## config.mk

```make
export PLATFORM = sky130hd
export DESIGN_NAME = fir_decim_quant
export DESIGN_NICKNAME = d
export VERILOG_FILES = /design/src/rtl/fir_decim_quant.sv
export SDC_FILE = /design/constraint.sdc
export NUM_CORES = 1
export LEC_CHECK = 0
export ABC_AREA = 0
export ABC_CLOCK_PERIOD_IN_PS = 3960
export CORE_MARGIN = 2
export CORE_UTILIZATION = 62
export CTS_CLUSTER_DIAMETER = 50
export CTS_CLUSTER_SIZE = 14
export DETAILED_ROUTE_END_ITERATION = 16
export PLACE_DENSITY = 0.94
export SLEW_MARGIN = 20
export SYNTH_ARGS = -nofsm -noshare
export SYNTH_HDL_FRONTEND = slang
export SYNTH_SLANG_ARGS = --single-unit
export TNS_END_PERCENT = 5
```

## constraint.sdc

```tcl
create_clock -name clk -period 3.96 [get_ports clk]
set_input_delay 0.594 -clock clk [delete_from_list [all_inputs] [get_ports clk]]
set_output_delay 0.594 -clock clk [all_outputs]
set_load 0.02 [all_outputs]
```

## src/rtl/fir_decim_quant.sv

```systemverilog
// Output stage behind the direct-form FIR: decimates, rounds/shifts, saturates and
// buffers samples in a small show-ahead FIFO with sticky saturation/overflow flags.
module fir_decim_quant #(
  parameter int IN_WL      = 20,
  parameter int OUT_WL     = 16,
  parameter int SHIFT      = 4,
  parameter int DECIM      = 2,
  parameter int FIFO_DEPTH = 4
) (
  input  logic              clk,
  input  logic              rst_n,
  input  logic [IN_WL-1:0]  data_in,
  input  logic              in_valid,
  output logic [OUT_WL-1:0] out_data,
  output logic              out_valid,
  input  logic              out_ready,
  input  logic              clr,
  output logic              sat_flag,
  output logic              ovf_flag
);

  localparam int PW = (DECIM > 1) ? $clog2(DECIM) : 1;
  localparam int AW = $clog2(FIFO_DEPTH);
  localparam int CW = AW + 1;
  localparam logic signed [IN_WL:0] RND_C = {{IN_WL{1'b0}}, 1'b1} << (SHIFT - 1);
  localparam logic signed [IN_WL:0] OMAX_C =
    {{(IN_WL - OUT_WL + 1){1'b0}}, 1'b0, {(OUT_WL - 1){1'b1}}};
  localparam logic signed [IN_WL:0] OMIN_C =
    {{(IN_WL - OUT_WL + 1){1'b1}}, 1'b1, {(OUT_WL - 1){1'b0}}};

  // Returns {saturated, value}; the extra bit keeps the rounding add from wrapping.
  function automatic logic [OUT_WL:0] quantize(input logic [IN_WL-1:0] x);
    logic signed [IN_WL:0] sum;
    logic signed [IN_WL:0] r;
    sum = {x[IN_WL-1], x} + RND_C;
    r   = sum >>> SHIFT;
    if (r > OMAX_C) begin
      quantize = {1'b1, OMAX_C[OUT_WL-1:0]};
    end else if (r < OMIN_C) begin
      quantize = {1'b1, OMIN_C[OUT_WL-1:0]};
    end else begin
      quantize = {1'b0, r[OUT_WL-1:0]};
    end
  endfunction

  logic [PW-1:0]     phase_r;
  logic              q_valid_r;
  logic [OUT_WL-1:0] q_data_r;
  logic [OUT_WL-1:0] mem_r [FIFO_DEPTH];
  logic [AW-1:0]     rd_ptr_r;
  logic [AW-1:0]     wr_ptr_r;
  logic [CW-1:0]     cnt_r;
  logic [OUT_WL-1:0] out_data_r;
  logic              out_valid_r;
  logic              sat_flag_r;
  logic              ovf_flag_r;

  logic              keep_s;
  logic [OUT_WL:0]   qres_s;
  logic              pop_s;
  logic              push_s;
  logic              ovf_evt_s;
  logic [CW-1:0]     cnt_nxt_s;
  logic [AW-1:0]     rd_ptr_nxt_s;
  logic [OUT_WL-1:0] head_nxt_s;

  // Keep/quantize decisions and next FIFO state; head is precomputed so out_data is a register.
  always_comb begin
    keep_s       = in_valid && (phase_r == {PW{1'b0}});
    qres_s       = quantize(data_in);
    pop_s        = out_valid_r && out_ready;
    push_s       = q_valid_r && ((cnt_r != CW'(FIFO_DEPTH)) || pop_s);
    ovf_evt_s    = q_valid_r && !push_s;
    cnt_nxt_s    = cnt_r + CW'(push_s) - CW'(pop_s);
    rd_ptr_nxt_s = rd_ptr_r + AW'(pop_s);
    if ((cnt_r - CW'(pop_s)) == {CW{1'b0}}) begin
      if (push_s) begin
        head_nxt_s = q_data_r;
      end else begin
        head_nxt_s = {OUT_WL{1'b0}};
      end
    end else begin
      head_nxt_s = mem_r[rd_ptr_nxt_s];
    end
  end

  // Decimation phase, advancing only on valid input samples.
  always_ff @(posedge clk or negedge rst_n) begin
    if (!rst_n) begin
      phase_r <= {PW{1'b0}};
    end else if (in_valid) begin
      if (phase_r == PW'(DECIM - 1)) begin
        phase_r <= {PW{1'b0}};
      end else begin
        phase_r <= phase_r + PW'(1);
      end
    end else begin
      phase_r <= phase_r;
    end
  end

  // Quant stage register.
  always_ff @(posedge clk or negedge rst_n) begin
    if (!rst_n) begin
      q_valid_r <= 1'b0;
      q_data_r  <= {OUT_WL{1'b0}};
    end else begin
      q_valid_r <= keep_s;
      if (keep_s) begin
        q_data_r <= qres_s[OUT_WL-1:0];
      end else begin
        q_data_r <= q_data_r;
      end
    end
  end

  // Sticky flags: a setting event on the same edge as clr wins.
  always_ff @(posedge clk or negedge rst_n) begin
    if (!rst_n) begin
      sat_flag_r <= 1'b0;
      ovf_flag_r <= 1'b0;
    end else begin
      sat_flag_r <= (keep_s && qres_s[OUT_WL]) || (sat_flag_r && !clr);
      ovf_flag_r <= ovf_evt_s || (ovf_flag_r && !clr);
    end
  end

  // Output FIFO storage, pointers and registered head/valid.
  always_ff @(posedge clk or negedge rst_n) begin
    if (!rst_n) begin
      for (int i = 0; i < FIFO_DEPTH; i++) begin
        mem_r[i] <= {OUT_WL{1'b0}};
      end
      rd_ptr_r    <= {AW{1'b0}};
      wr_ptr_r    <= {AW{1'b0}};
      cnt_r       <= {CW{1'b0}};
      out_data_r  <= {OUT_WL{1'b0}};
      out_valid_r <= 1'b0;
    end else begin
      if (push_s) begin
        mem_r[wr_ptr_r] <= q_data_r;
      end else begin
        mem_r[wr_ptr_r] <= mem_r[wr_ptr_r];
      end
      wr_ptr_r    <= wr_ptr_r + AW'(push_s);
      rd_ptr_r    <= rd_ptr_nxt_s;
      cnt_r       <= cnt_nxt_s;
      out_data_r  <= head_nxt_s;
      out_valid_r <= (cnt_nxt_s != {CW{1'b0}});
    end
  end

  assign out_data  = out_data_r;
  assign out_valid = out_valid_r;
  assign sat_flag  = sat_flag_r;
  assign ovf_flag  = ovf_flag_r;

endmodule
```

### Yosys cells after proc, flatten, opt, wreduce, memory -nomap -nowiden

Cells that the tools add are included.

* word-level logic and storage cells: 61
* bits of input ports: 25
* flip-flop bits (word level): 108
* output and inout port bits: 19

* eq/ne operators: 1
* bitwise logic cells: 3
* muxes and demuxes: 16
* add/sub/neg operators: 7
* $lt $le $gt $ge: 5
* reductions and logical operators: 15

Operator list (number)
* $bwmux 64: 2
* $mux 16: 7
* $bmux 16 s2: 2
* $mux 64: 1
* $mux 17: 2
* $demux 16 s2: 1
* $add 20x5->21 const B: 1
* $gt 17x16->1 const B: 1
* $lt 17x16->1 const B: 1
* $logic_and 1x1->1: 8
* $ge 3x3->1 const B: 2
* $not 2->3: 2
* $sub 3x1->3: 2
* $add 2x1->2: 2
* $add 3x1->3: 1
* $logic_not 3->1: 1
* $logic_or 1x1->1: 3
* $lt 3x1->1 const B: 1
* $ne 3x3->1 const B: 1
* $reduce_bool 3->1: 1
* $logic_not 1->1: 2
* $add 1x1->1 const B: 1
* $mux 1: 1
* $not 1->1: 1

### Longest topological paths before layout

* word-level depth: 7
* gate-level depth with buffers: 12
* mapped depth without buffers: 11

### Least setup slack after synthesis

Ideal clock, no wire load.

* kind: input to register
* from: input out_ready
* to: register out_valid_r, in the netlist out_valid
* setup slack: 1139 ps
* arrival time: 2689 ps
* buffers on the path: 1
* required time: 3829 ps
* library setup time: 131 ps
* stages on the path: 12
* cell sequence: nand2_1 > a31oi_4 > inv_1 > buf_2 > ha_1 > inv_1 > ha_1 > inv_1 > fa_1 > xnor2_1 > xnor2_1 > or3_1

* longest elaborated chain between the ends: 6

Ends and longest elaborated chain
* start: declaration: RTL line 16 `input logic out_ready,`
* $logic_and 1x1->1 (*): RTL line 71 `pop_s = out_valid_r && out_ready;`
* $logic_or 1x1->1: RTL line 72 `push_s = q_valid_r && ((cnt_r != CW'(FIFO_DEPTH)) || pop_s);`
* $logic_and 1x1->1: RTL line 72
* $add 3x1->3: RTL line 74 `cnt_nxt_s = cnt_r + CW'(push_s) - CW'(pop_s);`
* $sub 3x1->3 (*): RTL line 74
* named net cnt_nxt_s[2]: RTL line 63 `logic [CW-1:0] cnt_nxt_s;`
* $reduce_bool 3->1 (*): RTL line 149 `out_valid_r <= (cnt_nxt_s != {CW{1'b0}});`
* end signal: assignment: RTL line 149
* end: declaration: RTL line 54 `logic out_valid_r;`

Mark *: on every way through the listed nets, which the timed path passes. The rest lies on a longest branch.
A chain may end at the register's enable or synchronous reset.

### Final worst setup path

Ends and elaborated chain as after synthesis.

==> metrics.md <==
| Metric | Value |
|---|---|
| Status | completed |
| Clk sinks | approximately 110 |
| Die ar. | around 9300 sq um |
| Routed wire length | about 11000 um |
| Final core utilization | 71.79% |
| Seq/Total Area, Yosys | approximately half |
| DRT antenna net count | 0 |
| Period utilization | around three quarters |
| Crit path DAT | around 3.2 ns |
| Worst Path Buf+Inv | 5 |
| CTS tree | done |
| Hold Fails Final Rpt | 0 |
| Cell Area, Synth | 5286 sq um |
| CP Capture Type | register |
| H-tree Lvls | 3 |
| Critical path's largest stage delay | roughly 0.48 ns |
| Crit-path max FO | 18 |
| RSZ-0062 raised after global routing | false |
| Via count | about 3.9k |
| Synth cell types | 36 |
| Root buffer cell | clkbuf_8 |
| Setup TNS | 0 ns |
| Clk_skew | between 0.009 and 0.01 ns |
| Relative slew slack | 31.22% |
| Yosys top cell by area | dfrtp_1 |
| Synth Register Bits | around 110 |
| Hold_buf cts | 0 |
| Fillers | around 550 |
| Antenna violations before repair | 0 |
| Multi-input gate area | ~2400 sq um |
| Port-buffer cells | 40 |
| Final instance area | 5928 sq um |
| Hold WC Path Type | in -> async |
| # IOs | 44 |
| Worst R2R Start | cnt_r[1]$_DFF_PN0_ |
| Share of layout cells above drive strength 1 | around 15% |
| Post-DP Area | 5746 sq um |
| Worst reg2reg path depth | 12 |
| VDD IR-drop max | slightly above 400 uV |
| Worst path most repeated cell | inv_1 |
| Post-CTS setup buffer count | 0 |
| Gr usage total | between 20% and 30% |
| Vias in the first global route | around 3.9k |
| Num rows | 33 |
| DRT iter0 DRCs | slightly above 300 |
| Slew Limit Fails | 0 |
| Storage cell area | ~2700 sq um |
| Final Instance Count excl. Fillers | 626 |
| Pre-Repair DR Iteration Count | 4 |
| P&R area growth vs syn | 12.14% |
| DR DRC count | 0 |
| First-pass GRT wire length | roughly 18000 um |
| Reg-to-Reg End | out_valid$_DFF_PN0_ |
| Max cap viols | 0 |
| CTS Buffer Depth | 2 |
| Post-Syn Instances | roughly 490 |
| GP Congestion | between 0.7 and 0.8 |
| CP startpoint kind | primary input |
| Dpl cells | 611 |
| Achievable Freq | between 300 and 400 MHz |
| Crit path max-delay cell type | clkdlybuf4s50_1 |
| Inserted Diodes | 0 |
| Mapped Nets | approximately 520 |
| WL/cell | approximately 18 um |
| Clk slew on worst S/H paths | approximately 0.090 ns |
| Crit path max-delay family | buffers and inverters |
| Post-DP HPWL | approximately 7500 um |
| Type of the worst setup path | in -> reg |
| Die H | 96.34 um |
| Final nets | between 500 and 600 |
| Pwr dens | between 900 and 1000 nW/um^2 |
| Die W | just under 100 um |
| Vias per cell | 6.233 |
| Worst Tran Pin Value | between 1 and 1.5 ns |
| Critical Path RT | between 4 and 5 ns |
| Skew-Pair Late Insertion Delay | approximately 0.37 ns |
| CTS resizes | 0 |
| Core region area | between 8000 and 9000 sq um |
| Total power | ~5.4 mW |
| DP Worst Slack | 0.6819 ns |
| Critical-path cell list | clkdlybuf4s50_1, nand2_1, a31oi_4, buf_4, inv_1, ha_1, inv_1, ha_1, inv_1, fa_1, xnor2_1, xnor2_1, or3_1 |
| TritonCTS Buffers | 9 |
| Internal reg-to-reg setup slack | ~1.3 ns |
| Largest net degree at the start of global routing | 49 |
| Grt total ovfl | 0 |
| Final worst setup slack | 1.064 ns |
| Static Leakage | 2.502 nW |
| Yosys warns | 0 |
| Synth top area share | around 51% |
| Synth top area cells | dfrtp_1 51%, mux4_2 14%, nand2_1 6.9% |
| Crit path time final | 2.896 ns |
| Initial Util | 64.02% |
| Average cell area after synthesis | between 10 and 15 sq um |
| Hold Slack | roughly 0.23 ns |
| Final setup fails | 0 |
==> synthesized netlist by cell type <==
library cell / instances
dfrtp_1: 108
nand2_1: 97
o21ai_0: 67
nor2_1: 33
mux4_2: 32
a21oi_1: 22
clkbuf_1: 16
xnor2_1: 11
a21oi_2: 10
inv_1: 10
nand3_1: 9
xor2_1: 9
buf_2: 8
a21boi_0: 7
a21boi_2: 6
ha_1: 6
nand4_1: 5
a21boi_1: 3
nand2b_1: 3
and4_1: 2
buf_1: 2
buf_4: 2
buf_6: 2
nand4_2: 2
nor3_1: 2
nor4_1: 2
a21o_1: 1
a31oi_4: 1
and2_1: 1
and3_1: 1
clkinv_1: 1
fa_1: 1
nand3b_1: 1
nor4_4: 1
or2_1: 1
or3_1: 1
==> power by group <==
part	internal, mW	total, mW	switching (mW)
clock	0.287	0.643	0.356
sequential	1.65	2.03	0.377
combinational	1.23	2.68	1.45
==> worst max-delay path by stage <==
| stage | start | to | slack [ns] | cells past startpoint |
|---|---|---|---|---|
| 2_1_floorplan | out_ready | out_valid$_DFF_PN0_ | 1.14 | 12 |
| 3_3_place_gp | out_ready | out_valid$_DFF_PN0_ | 0.78 | 13 |
| 3_5_place_dp | out_ready | out_valid$_DFF_PN0_ | 0.68 | 13 |
| 4_1_cts | out_ready | out_valid$_DFF_PN0_ | 1.08 | 13 |
| 5_1_grt | out_ready | out_valid$_DFF_PN0_ | 0.91 | 13 |
| 6_report | out_ready | out_valid$_DFF_PN0_ | 1.06 | 13 |
==> cells by family after synthesis <==
kind of cell,after synthesis,synth area share [%]
simple gates,161,13.28
compound gates,117,13.33
flops,108,51.12
buf+inv,41,3.527
mux,32,13.63
xor+xnor,20,3.314
fa+ha+maj,7,1.799
==> area by class of cell <==
type / instances / area share (%)
Clock buffer: 10 / 2.153
Multi-Input combinational cell: 337 / 40.46
Clock inverter: 5 / 0.9076
Tap cell: 105 / 2.216
Timing Repair Buffer: 50 / 7.978
Inverter: 11 / 0.6965
Sequential cell: 108 / 45.59
==> layer usage <==
metal  wire length (um)  GRT usage [%]  vias up
li1                   -              -     1757
met2               5766          43.75      166
met1               4387          35.04     1948
met5                  0              0        -
met3                633          4.150       31
met4                244          11.50        0
==> layout by cell type (no fill, tap or decap), types with 6 or more instances in the layout <==
master	netlist	layout
o21ai_0	67	67
a21boi_2	6	6
dfrtp_1	108	108
ha_1	6	6
a21oi_1	22	22
xnor2_1	11	11
clkbuf_8	0	9
nand2_1	97	97
nor2_1	33	33
mux4_2	32	32
a21boi_0	7	7
a21oi_2	10	10
xor2_1	9	9
buf_4	2	11
clkdlybuf4s50_1	0	39
nand3_1	9	9
inv_1	10	10
==> registers in the layout, summed over array words and instances (netlist names) <==
signal     flops
wr_ptr_r       2
out_valid      1
q_valid_r      1
phase_r        1
out_data      16
mem_r         64
rd_ptr_r       2
ovf_flag       1
cnt_r          3
sat_flag       1
q_data_r      16
Power figures use the tool's default switching activity.
